===== src/rtl/p_pkg.sv =====
// Shared definitions for the p_* generator-output processing blocks.
//   P_DATA_W      : sample width of the generator o_p stream
//   P_WIN_LEN_DEF : default number of accepted samples per statistics window
//   state_t       : window FSM states
package p_pkg;

  localparam int unsigned P_DATA_W      = 16;
  localparam int unsigned P_WIN_LEN_DEF = 16;

  typedef enum logic {
    S_FIRST,
    S_ACC
  } state_t;

endpackage


===== src/rtl/p_minmax.sv =====
// Registered unsigned min/max tracker.
//   clk, rst          : clock, synchronous active-high reset (state -> 0)
//   load              : start a new run; min/max both take d
//   update            : fold d into the running min/max
//   d                 : sample
//   min_q, max_q      : registered running min/max
//   min_nxt, max_nxt  : value the registers take on the coming edge
//                       (includes d when load/update is active)
module p_minmax #(
  parameter int unsigned DATA_W = 16
) (
  input  logic              clk,
  input  logic              rst,
  input  logic              load,
  input  logic              update,
  input  logic [DATA_W-1:0] d,
  output logic [DATA_W-1:0] min_q,
  output logic [DATA_W-1:0] max_q,
  output logic [DATA_W-1:0] min_nxt,
  output logic [DATA_W-1:0] max_nxt
);

  always_comb begin
    min_nxt = min_q;
    max_nxt = max_q;
    if (load) begin
      min_nxt = d;
      max_nxt = d;
    end else if (update) begin
      // Strict compares: on a tie the held value is kept.
      if (d < min_q) min_nxt = d;
      if (d > max_q) max_nxt = d;
    end
  end

  always_ff @(posedge clk) begin
    if (rst) begin
      min_q <= '0;
      max_q <= '0;
    end else begin
      min_q <= min_nxt;
      max_q <= max_nxt;
    end
  end

endmodule


===== src/rtl/p_window_stats.sv =====
// Windowed statistics over the generator o_p stream.
// Over consecutive non-overlapping windows of WIN_LEN accepted samples,
// computes unsigned sum, min and max, and publishes them with a one-cycle
// valid pulse on the edge that accepts the last sample of the window.
//   i_clk     : clock, rising edge
//   i_rst     : synchronous active-high reset
//   i_p       : sample (unsigned), accepted when i_en=1
//   i_en      : sample accept
//   o_sum     : sum of last completed window (SUM_W bits, never overflows)
//   o_min     : minimum of last completed window
//   o_max     : maximum of last completed window
//   o_valid   : one-cycle pulse, results just updated
//   o_win_cnt : completed-window count, wraps 255 -> 0
module p_window_stats
  import p_pkg::*;
#(
  parameter  int unsigned DATA_W  = P_DATA_W,
  parameter  int unsigned WIN_LEN = P_WIN_LEN_DEF,
  localparam int unsigned SUM_W   = DATA_W + $clog2(WIN_LEN)
) (
  input  logic              i_clk,
  input  logic              i_rst,
  input  logic [DATA_W-1:0] i_p,
  input  logic              i_en,
  output logic [SUM_W-1:0]  o_sum,
  output logic [DATA_W-1:0] o_min,
  output logic [DATA_W-1:0] o_max,
  output logic              o_valid,
  output logic [7:0]        o_win_cnt
);

  localparam int unsigned IDX_W = $clog2(WIN_LEN);
  localparam logic [IDX_W-1:0] IDX_LAST = IDX_W'(WIN_LEN - 1);

  state_t state, state_n;

  logic [IDX_W-1:0]  idx;
  logic [SUM_W-1:0]  acc_sum;
  logic [SUM_W-1:0]  sum_nxt;
  logic [DATA_W-1:0] acc_min, acc_max;
  logic [DATA_W-1:0] min_nxt, max_nxt;
  logic              load, update, close;

  assign load    = i_en && (state == S_FIRST);
  assign update  = i_en && (state == S_ACC);
  // WIN_LEN >= 2, so only S_ACC can close a window.
  assign close   = update && (idx == IDX_LAST);
  assign sum_nxt = acc_sum + SUM_W'(i_p);

  p_minmax #(
    .DATA_W (DATA_W)
  ) u_minmax (
    .clk     (i_clk),
    .rst     (i_rst),
    .load    (load),
    .update  (update),
    .d       (i_p),
    .min_q   (acc_min),
    .max_q   (acc_max),
    .min_nxt (min_nxt),
    .max_nxt (max_nxt)
  );

  always_comb begin
    state_n = state;
    if (load)  state_n = S_ACC;
    if (close) state_n = S_FIRST;
  end

  always_ff @(posedge i_clk) begin
    if (i_rst) state <= S_FIRST;
    else       state <= state_n;
  end

  always_ff @(posedge i_clk) begin
    if (i_rst) begin
      acc_sum <= '0;
      idx     <= '0;
    end else if (load) begin
      acc_sum <= SUM_W'(i_p);
      idx     <= IDX_W'(1);
    end else if (update) begin
      acc_sum <= sum_nxt;
      idx     <= idx + IDX_W'(1);
    end
  end

  // Results are taken from the next-value terms so the closing sample is
  // included without an extra cycle of latency.
  always_ff @(posedge i_clk) begin
    if (i_rst) begin
      o_sum     <= '0;
      o_min     <= '0;
      o_max     <= '0;
      o_valid   <= 1'b0;
      o_win_cnt <= '0;
    end else begin
      o_valid <= close;
      if (close) begin
        o_sum     <= sum_nxt;
        o_min     <= min_nxt;
        o_max     <= max_nxt;
        o_win_cnt <= o_win_cnt + 8'd1;
      end
    end
  end

endmodule


===== config.mk =====
export PLATFORM = sky130hd
export DESIGN_NAME = p_window_stats
export DESIGN_NICKNAME = d
export VERILOG_FILES = /design/src/rtl/p_pkg.sv /design/src/rtl/p_minmax.sv /design/src/rtl/p_window_stats.sv
export SDC_FILE = /design/constraint.sdc
export NUM_CORES = 1
export LEC_CHECK = 0
export CAP_MARGIN = 30
export CORE_ASPECT_RATIO = 0.6
export CORE_UTILIZATION = 30
export DETAILED_ROUTE_END_ITERATION = 8
export SLEW_MARGIN = 20
export SYNTH_ARGS = -nofsm -noshare
export SYNTH_HDL_FRONTEND = slang
export SYNTH_HIERARCHICAL = 1
export SYNTH_SLANG_ARGS = --single-unit

===== constraint.sdc =====
create_clock -name i_clk -period 4.8 [get_ports i_clk]
set_clock_uncertainty 0.1 [all_clocks]
set_input_delay 0.72 -clock i_clk [delete_from_list [all_inputs] [get_ports i_clk]]
set_output_delay 0.72 -clock i_clk [all_outputs]
set_load 0.01 [all_outputs]

==> results.json, run 1 <==
{
  "status": "completed",
  "drt-initial-drc-count": 337,
  "fp.coreArea_um2": 22100,
  "layout-drive-gt1-share_pct": 9.87,
  "r2r-start": "u_minmax/min_q[15]",
  "post_cts_resized": 0,
  "maxSlewHeadroom_pct": 49.2,
  "wl_per_cell_um": 16.1,
  "cts.clk_slew.worst_paths_ns": 0.05,
  "antennaDiodeCount": 0,
  "pwr_density_cell_nw_per_um2": 338,
  "cp-startpoint": "i_p[15]",
  "crit_arrival_ns": 3.90,
  "reg2reg_depth": 10,
  "drv_cap": 0,
  "worst-path-max-fanout": 22,
  "ys_async_sr_fraction_pct": 0,
  "multiInputGateArea_um2": 4080,
  "ctsHoldBuffers": 0,
  "clk_path_buf_depth": 2,
  "wl_met2_um": 7230,
  "nFillCells": 2243,
  "syn_to_final_growth_pct": 25.5,
  "dp_hpwl_um": 13400,
  "ys_seq_elements": 118,
  "crit_family": "compound AO/OA/AOI/OAI gates",
  "crit_path_end_kind": "flop",
  "cp_num_buf_inv": 2,
  "routabilityCongestion": 0.833,
  "ys.flop_type": "dfxtp_1",
  "hold_end": "o_min[3]",
  "vdd_ir_drop_max_mv": 0.248,
  "yosys-top-cells-area": "dfxtp_1, ha_1, nand2_1",
  "portBuffers": 79,
  "yosys.area.top_type_share_pct": 34.7,
  "place_area_um2": 7910,
  "cts_htree_levels": 4,
  "grt_max_degree": 80,
  "grt_usage_pct": 17.1,
  "route.detailed.drc": 0,
  "netlist_instances": 789,
  "r2r_slack_ns": 1.70,
  "highest_layer": "met4",
  "finalSetupTns_ns": 0,
  "cpMaxStageDelayCell": "clkdlybuf4s50_1",
  "die_h_um": 119,
  "finalSetupViolCount": 0,
  "synth_edf_count": 0,
  "cp-start-kind": "input port",
  "ys_types": 68,
  "antenna_found_initial": 0,
  "min_path_type": "flop to flop",
  "cts-root-buf": "clkbuf_16",
  "drt_wl_total_um": 19000,
  "drtAntennaViolNets": 0,
  "yosysWarnings": 6,
  "postLayoutCellArea_um2": 8540,
  "grt_pass1_wl_um": 30700,
  "wl_met3_um": 966,
  "cts.sinks": 118,
  "grt_pass1_vias": 5441,
  "worstReg2RegEnd": "o_min[1]",
  "io_pins": 80,
  "hp-start": "o_min[3]",
  "cts_tree": "built",
  "wl_met1_um": 10700,
  "syn-num-nets": 858,
  "cts_buffers": 17,
  "cpPeakStageDelay_ns": 0.59,
  "final_common_cell": "dfxtp_1",
  "worstPathRequired_ns": 4.99,
  "fin_nets": 927,
  "start_util_pct": 30.8,
  "final_max_slew_viol_count": 0,
  "min_path_cells": 2,
  "die_area_um2": 23300,
  "crit_path_cell_trace": "clkdlybuf4s50_1 > ha_1 > nand4_1 > or3_1 > a221o_1 > a31oi_4 > buf_12 > mux2_2 > nand2_1 > a21oi_1",
  "gr-total-overflow": 0,
  "num_rows": 42,
  "cts_setup_buffers": 0,
  "die_w_um": 196,
  "final_cell_mix": "dfxtp_1, nand2_1, clkdlybuf4s50_1, a21oi_1, nand2b_1",
  "yosys.area.top_type": "dfxtp_1",
  "worstSetupPathType": "input port to flop",
  "tightest_slew_ns": 0.762,
  "yosysSeqAreaShare_pct": 34.7,
  "clock_latency_ns": 0.43,
  "register_area_um2": 2360,
  "period_share_pct": 77.3,
  "syn-cell-area_um2": 6800,
  "rsz0062_at_grt": "no",
  "dr_total_vias": 5769,
  "drt_first_pass_iters": 5,
  "fin_crit_ns": 3.71,
  "routed_via_density": 4.89,
  "hold_viol": 0,
  "avgSynthCellArea_um2": 8.62,
  "leakagePower_nw": 3.25,
  "fmax_mhz": 269
}
-- flip-flops by register name (all words and copies together) (netlist names) --
name / flops
acc_sum: 20
idx: 4
o_max: 16
o_min: 16
o_sum: 20
o_valid: 1
o_win_cnt: 8
state: 1
u_minmax/max_q: 16
u_minmax/min_q: 16
-- worst reg2reg max path: stages, from the launching register on --
cell	delay (ns)
dfxtp_1	0.34
inv_1	0.05
ha_1	0.30
nand4_1	0.18
or3_1	0.41
a221o_1	0.34
a31oi_4	0.50
buf_12	0.26
mux2_2	0.37
nand2_1	0.06
a21oi_1	0.06
-- cell families after synthesis --
family	Yosys count	synth area share, %
xor+xnor	19	2.45
simple gates	274	19.6
fa+ha+maj	50	9.30
flops	118	34.7
compound gates	168	16.3
buf+inv	87	5.48
mux	73	12.1
-- metrics by stage --
step / util (%) / hold slack [ns] / setup slack [ns] / std cells / power [mW]
after global routing: 38.6 / 0.364 / 1.00 / 1179 / 3.02
after global placement: 35.8 / 0.344 / 0.749 / 1147 / 1.54
after CTS: 38.6 / 0.355 / 1.14 / 1179 / 2.92
final: 38.6 / 0.351 / 1.09 / 1179 / 2.89
after floorplan: - / 0.352 / 1.97 / 789 / 1.41
after detailed placement: 35.8 / 0.347 / 0.699 / 1147 / 1.54
-- metal layers --
| metal | vias to the layer above | track usage, % |
|---|---|---|
| li1 | 2907 | - |
| met2 | 131 | 22.9 |
| met3 | 8 | 4.39 |
| met4 | 0 | 3.81 |
| met5 | - | 0 |
| met1 | 2723 | 26.3 |
-- cell usage after synthesis (all sizes together) (6+ instances only) --
cell type	n
o211ai	6
nand2	113
and3	7
nand3	19
ha	49
a21oi	73
nor3	6
o21ai	26
mux2i	41
nand2b	51
nand4	10
mux2	32
a21o	7
a31oi	10
nor2	39
clkbuf	29
xor2	10
inv	42
dfxtp	118
a211oi	14
buf	15
xnor2	9
-- power by group --
group | leakage (nW) | total [mW] | switching [mW] | internal (mW)
registers | 0.960 | 1.04 | 0.0278 | 1.02
logic | 1.97 | 0.480 | 0.272 | 0.209
clock network | 0.314 | 1.36 | 0.464 | 0.899
-- worst max-delay path by stage --
stage	to	cells after the start	slack (ns)
2_1_floorplan	o_min[12]	9	1.97
3_3_place_gp	o_min[14]	10	0.75
3_5_place_dp	o_min[14]	10	0.70
4_1_cts	o_min[1]	10	1.14
5_1_grt	o_min[2]	10	1.0
6_report	o_min[1]	10	1.09
-- cell type report --
cell class                 instances  area share (%)
sequential                       118            27.7
clock buffer                      25            6.03
clock inverter                     7            1.33
multi-input combinational        584            47.7
inverter                          43            1.89
tap                              308            4.51
timing repair buffer              94            10.8
(Power assumes the default switching activity.)
==> run 2: changes to the inputs <==
==> constraint.sdc (replaced) <==
create_clock -name i_clk -period 3.6 [get_ports i_clk]
set_clock_uncertainty 0.1 [all_clocks]
set_input_delay 0.54 -clock i_clk [delete_from_list [all_inputs] [get_ports i_clk]]
set_output_delay 0.54 -clock i_clk [all_outputs]
set_load 0.01 [all_outputs]
==> results.json, run 2 (synthesis gave the netlist of run 1 again) <==
{
  "reg_top3": "acc_sum x20, o_sum x20",
  "drtAntennaViolNets": 0,
  "power_mw": 3.80,
  "post_cts_resized": 0,
  "drv_cap": 0,
  "grt_pass1_wl_um": 31100,
  "cts_setup_buffers": 0,
  "syn_to_final_growth_pct": 27.2,
  "wl_met1_um": 10900,
  "finalSetupViolCount": 0,
  "clk_path_buf_depth": 2,
  "p_int_mw": 2.76,
  "route.detailed.drc": 0,
  "routed_via_density": 4.84,
  "crit_arrival_ns": 3.31,
  "maxSlewHeadroom_pct": 47.9,
  "min_path_type": "flop to flop",
  "crit_path_end_kind": "flop",
  "ctsHoldBuffers": 0,
  "gr-total-overflow": 0,
  "final_max_slew_viol_count": 0,
  "antennaDiodeCount": 0,
  "cp-start-kind": "input port",
  "pwr-share-clk_pct": 45.8,
  "final_common_cell": "dfxtp_1",
  "dp_hpwl_um": 13900,
  "cts.sinks": 118,
  "grt_pass1_vias": 5504,
  "place_ws_ns": 0.0508,
  "start_util_pct": 30.8,
  "rsz0062_at_grt": "no",
  "netSwitchingPower_mw": 1.04,
  "grt_usage_pct": 17.3,
  "dr_total_vias": 5795,
  "wl_met3_um": 927,
  "period_share_pct": 86.6,
  "worstPathRequired_ns": 3.79,
  "clock_latency_ns": 0.42,
  "place_area_um2": 8070,
  "swShare_pct": 27.4,
  "die_w_um": 196,
  "layout-drive-gt1-share_pct": 11.5,
  "status": "completed",
  "die_h_um": 119,
  "finalSetupTns_ns": 0,
  "portBuffers": 79,
  "vdd_ir_drop_max_mv": 0.322,
  "die_area_um2": 23300,
  "routabilityCongestion": 0.866,
  "fp.coreArea_um2": 22100,
  "io_pins": 80,
  "grt_max_degree": 50,
  "tightest_slew_ns": 0.782,
  "combPwrFrac_pct": 17.5,
  "cts-root-buf": "clkbuf_16",
  "nFillCells": 2220,
  "antenna_found_initial": 0,
  "num_rows": 42,
  "leakagePower_nw": 3.31,
  "fin_crit_ns": 3.12,
  "cts.clk_slew.worst_paths_ns": 0.06,
  "setup_ws_ns": 0.483,
  "pwr-share-seq_pct": 36.7,
  "final_cell_mix": "dfxtp_1, nand2_1, clkdlybuf4s50_1, a21oi_1, nand2b_1",
  "drt_wl_total_um": 19300,
  "worstSetupPathType": "input port to flop",
  "fin_nets": 946,
  "wl_per_cell_um": 16.1,
  "postLayoutCellArea_um2": 8650,
  "pwr_density_cell_nw_per_um2": 439,
  "cts_htree_levels": 4,
  "cts_tree": "built",
  "cts_buffers": 17,
  "highest_layer": "met4",
  "hold_viol": 0,
  "drt-initial-drc-count": 405,
  "fmax_mhz": 321,
  "wl_met2_um": 7250,
  "drt_first_pass_iters": 4,
  "worst-path-max-fanout": 12
}
==> run 2: changes by cell type in the layout (fill, tap and decap cells not counted), sizes merged <==
cell / previous run / this run
buf: 16 / 35
clkbuf: 25 / 23
clkinv: 4 / 6
clkinvlp: 0 / 1
inv: 43 / 42
==> run 2: per-layer routing <==
metal / vias up / global-route usage, %
li1: 2943 / -
met1: 2722 / 27.4
met2: 114 / 22.5
met3: 16 / 3.68
met4: 0 / 5.18
met5: - / 0
==> run 2: worst max-delay path, stage by stage <==
cell             delay (ns)
clkdlybuf4s50_1        0.44
buf_4                  0.18
ha_1                   0.31
nand4_1                0.16
or3_1                  0.40
a221o_1                0.31
a31oi_4                0.22
buf_4                  0.26
mux2_1                 0.36
nand2_1                0.06
a21oi_1                0.05
==> run 2: power by group through the flow <==
| stage | logic (mW) | registers (mW) | clock network, mW |
|---|---|---|---|
| 6_report | 0.664 | 1.39 | 1.74 |
| 5_1_grt | 0.731 | 1.40 | 1.83 |
| 4_1_cts | 0.660 | 1.39 | 1.78 |
| 3_5_place_dp | 0.655 | 1.42 | 0 |
| 3_3_place_gp | 0.652 | 1.42 | 0 |
| 2_1_floorplan | 0.471 | 1.41 | 0 |
==> run 2: worst paths after layout <==
| path | from | to | slack (ns) | cells past startpoint |
|---|---|---|---|---|
| worst max register to register | u_minmax/max_q[15] | o_max[0] | 0.77 | 11 |
| worst max-delay path | i_p[15] | o_min[14] | 0.48 | 11 |
| worst min register to register | o_max[12] | o_max[12] | 0.35 | 2 |
| worst min-delay path | o_max[12] | o_max[12] | 0.35 | 2 |
==> run 2: stage by stage <==
step | hold slack [ns] | util (%) | cells
after floorplan | 0.352 | - | 789
after detailed placement | 0.349 | 36.5 | 1166
after global routing | 0.373 | 39.1 | 1198
after global placement | 0.343 | 36.5 | 1166
after CTS | 0.357 | 39.1 | 1198
final | 0.353 | 39.1 | 1198
==> run 2: cell type report <==
cell class	count	area, um2	share of cell area [%]
Timing Repair Buffer	113	1080	12.5
Clock inverter	9	126	1.46
Tap cell	308	385	4.45
Clock buffer	23	458	5.29
Sequential cell	118	2360	27.3
Multi-Input combinational cell	584	4080	47.1
Inverter	43	161	1.87
==> run 3: changes to the inputs <==
--- a/config.mk
+++ b/config.mk
@@ -6,7 +6,7 @@
 export NUM_CORES = 1
 export LEC_CHECK = 0
 export CAP_MARGIN = 30
-export CORE_ASPECT_RATIO = 0.6
+export CORE_ASPECT_RATIO = 0.7
 export CORE_UTILIZATION = 30
 export DETAILED_ROUTE_END_ITERATION = 8
 export SLEW_MARGIN = 20
==> results.json, run 3 (synthesis gave the netlist of run 1 again) <==
{
  "num_rows": 45,
  "fin_crit_ns": 3.23,
  "pwr_density_cell_nw_per_um2": 436,
  "finalSetupViolCount": 0,
  "routabilityCongestion": 0.864,
  "reg2reg_depth": 11,
  "whs_ns": 0.356,
  "hold_end": "o_min[2]",
  "min_path_type": "flop to flop",
  "final_cell_mix": "dfxtp_1, nand2_1, clkdlybuf4s50_1, a21oi_1, nand2b_1",
  "drtAntennaViolNets": 0,
  "antennaDiodeCount": 0,
  "fin_nets": 944,
  "min_path_cells": 2,
  "cts-root-buf": "clkbuf_16",
  "fp.coreArea_um2": 22000,
  "tightest_slew_ns": 0.664,
  "fmax_mhz": 310,
  "placedCellCount": 1138,
  "clock_latency_ns": 0.42,
  "ctsHoldBuffers": 0,
  "io_pins": 80,
  "start_util_pct": 31.0,
  "drv_cap": 0,
  "reg_top3": "acc_sum x20, o_sum x20",
  "die_w_um": 182,
  "worstSetupPathType": "input port to flop",
  "syn_to_final_growth_pct": 26.4,
  "dr_total_vias": 5764,
  "r2r-start": "u_minmax/min_q[15]",
  "cts_buffers": 17,
  "status": "completed",
  "worstPathRequired_ns": 3.85,
  "post_cts_resized": 0,
  "wl_per_cell_um": 15.6,
  "utilization_pct": 39.2,
  "cts_htree_levels": 4,
  "clk_path_buf_depth": 2,
  "grt_usage_pct": 16.4,
  "cts_setup_buffers": 0,
  "grt_pass1_wl_um": 29700,
  "crit_arrival_ns": 3.48,
  "r2r_slack_ns": 0.66,
  "hp-start": "o_min[2]",
  "die_area_um2": 23300,
  "cts_tree": "built",
  "period_share_pct": 89.7,
  "power_mw": 3.75,
  "route.detailed.drc": 0,
  "cp-startpoint": "i_p[15]",
  "drt-initial-drc-count": 364,
  "dp_hpwl_um": 13300,
  "vdd_ir_drop_max_mv": 0.350,
  "grt_pass1_vias": 5447,
  "portBuffers": 79,
  "drt_first_pass_iters": 5,
  "drt_wl_total_um": 18300,
  "rsz0062_at_grt": "no",
  "die_h_um": 128,
  "cts.clk_slew.worst_paths_ns": 0.06,
  "grt_max_degree": 68,
  "worst-path-max-fanout": 29,
  "final_common_cell": "dfxtp_1",
  "leakagePower_nw": 3.30,
  "antenna_found_initial": 0,
  "hold_viol": 0,
  "crit_path_end_kind": "flop",
  "cts.sinks": 118,
  "stdcell_count": 1170,
  "worstReg2RegEnd": "o_min[0]",
  "routed_via_density": 4.93,
  "final_max_slew_viol_count": 0,
  "gr-total-overflow": 0,
  "layout-drive-gt1-share_pct": 11.8,
  "maxSlewHeadroom_pct": 55.7,
  "cp-start-kind": "input port"
}
## run 3: changes by cell type in the layout (fill, tap and decap cells not counted), sizes merged
cell	change
clkinvlp	+2
inv	+3
clkbuf	-5
bufinv	-1
buf	-2
clkinv	+1
## run 3: report_power, final
group	switching (mW)	internal [mW]	total, mW
clock	0.673	1.04	1.71
sequential	0.0368	1.35	1.39
combinational	0.354	0.289	0.643
total	1.06	2.69	3.75
## run 3: through the flow
stage,area (um2),setup slack [ns],TNS (ns)
floorplan,6800,0.948,0
global placement,8010,0.00511,0
detailed placement,8010,-0.0548,-0.0608
CTS,8600,0.384,0
global route,8600,0.257,0
finish,8600,0.372,0
## run 3: how the worst max path moves through the flow
stage                     cells after the start   endpoint  slack, ns
after global placement                       11   o_min[0]      0.005
after global routing                         11   o_min[0]       0.26
after floorplan                               9  o_min[12]       0.95
final                                        11   o_min[0]       0.37
after CTS                                    11   o_min[0]       0.38
after detailed placement                     11   o_min[0]      -0.05
## run 3: final cells by class
type / count / area [um2]
tap: 282 / 353
fill: 2228 / 13400
timing repair buffer: 111 / 1050
multi-input combinational: 584 / 4080
clock buffer: 18 / 439
clock inverter: 14 / 150
sequential: 118 / 2360
inverter: 43 / 161
## run 3: critical path: stages
cell	delay, ns
clkdlybuf4s50_1	0.51
ha_1	0.37
nand4_1	0.21
or3_1	0.44
a221o_1	0.33
a31oi_4	0.20
buf_12	0.24
buf_4	0.20
mux2i_1	0.22
nand2_1	0.08
a21oi_1	0.11
## run 3: per-layer routing
layer / GRT usage, % / wire [um]
met1: 24.7 / 9890
met2: 22.9 / 7230
met3: 3.38 / 983
met4: 5.34 / 182
met5: 0 / 0
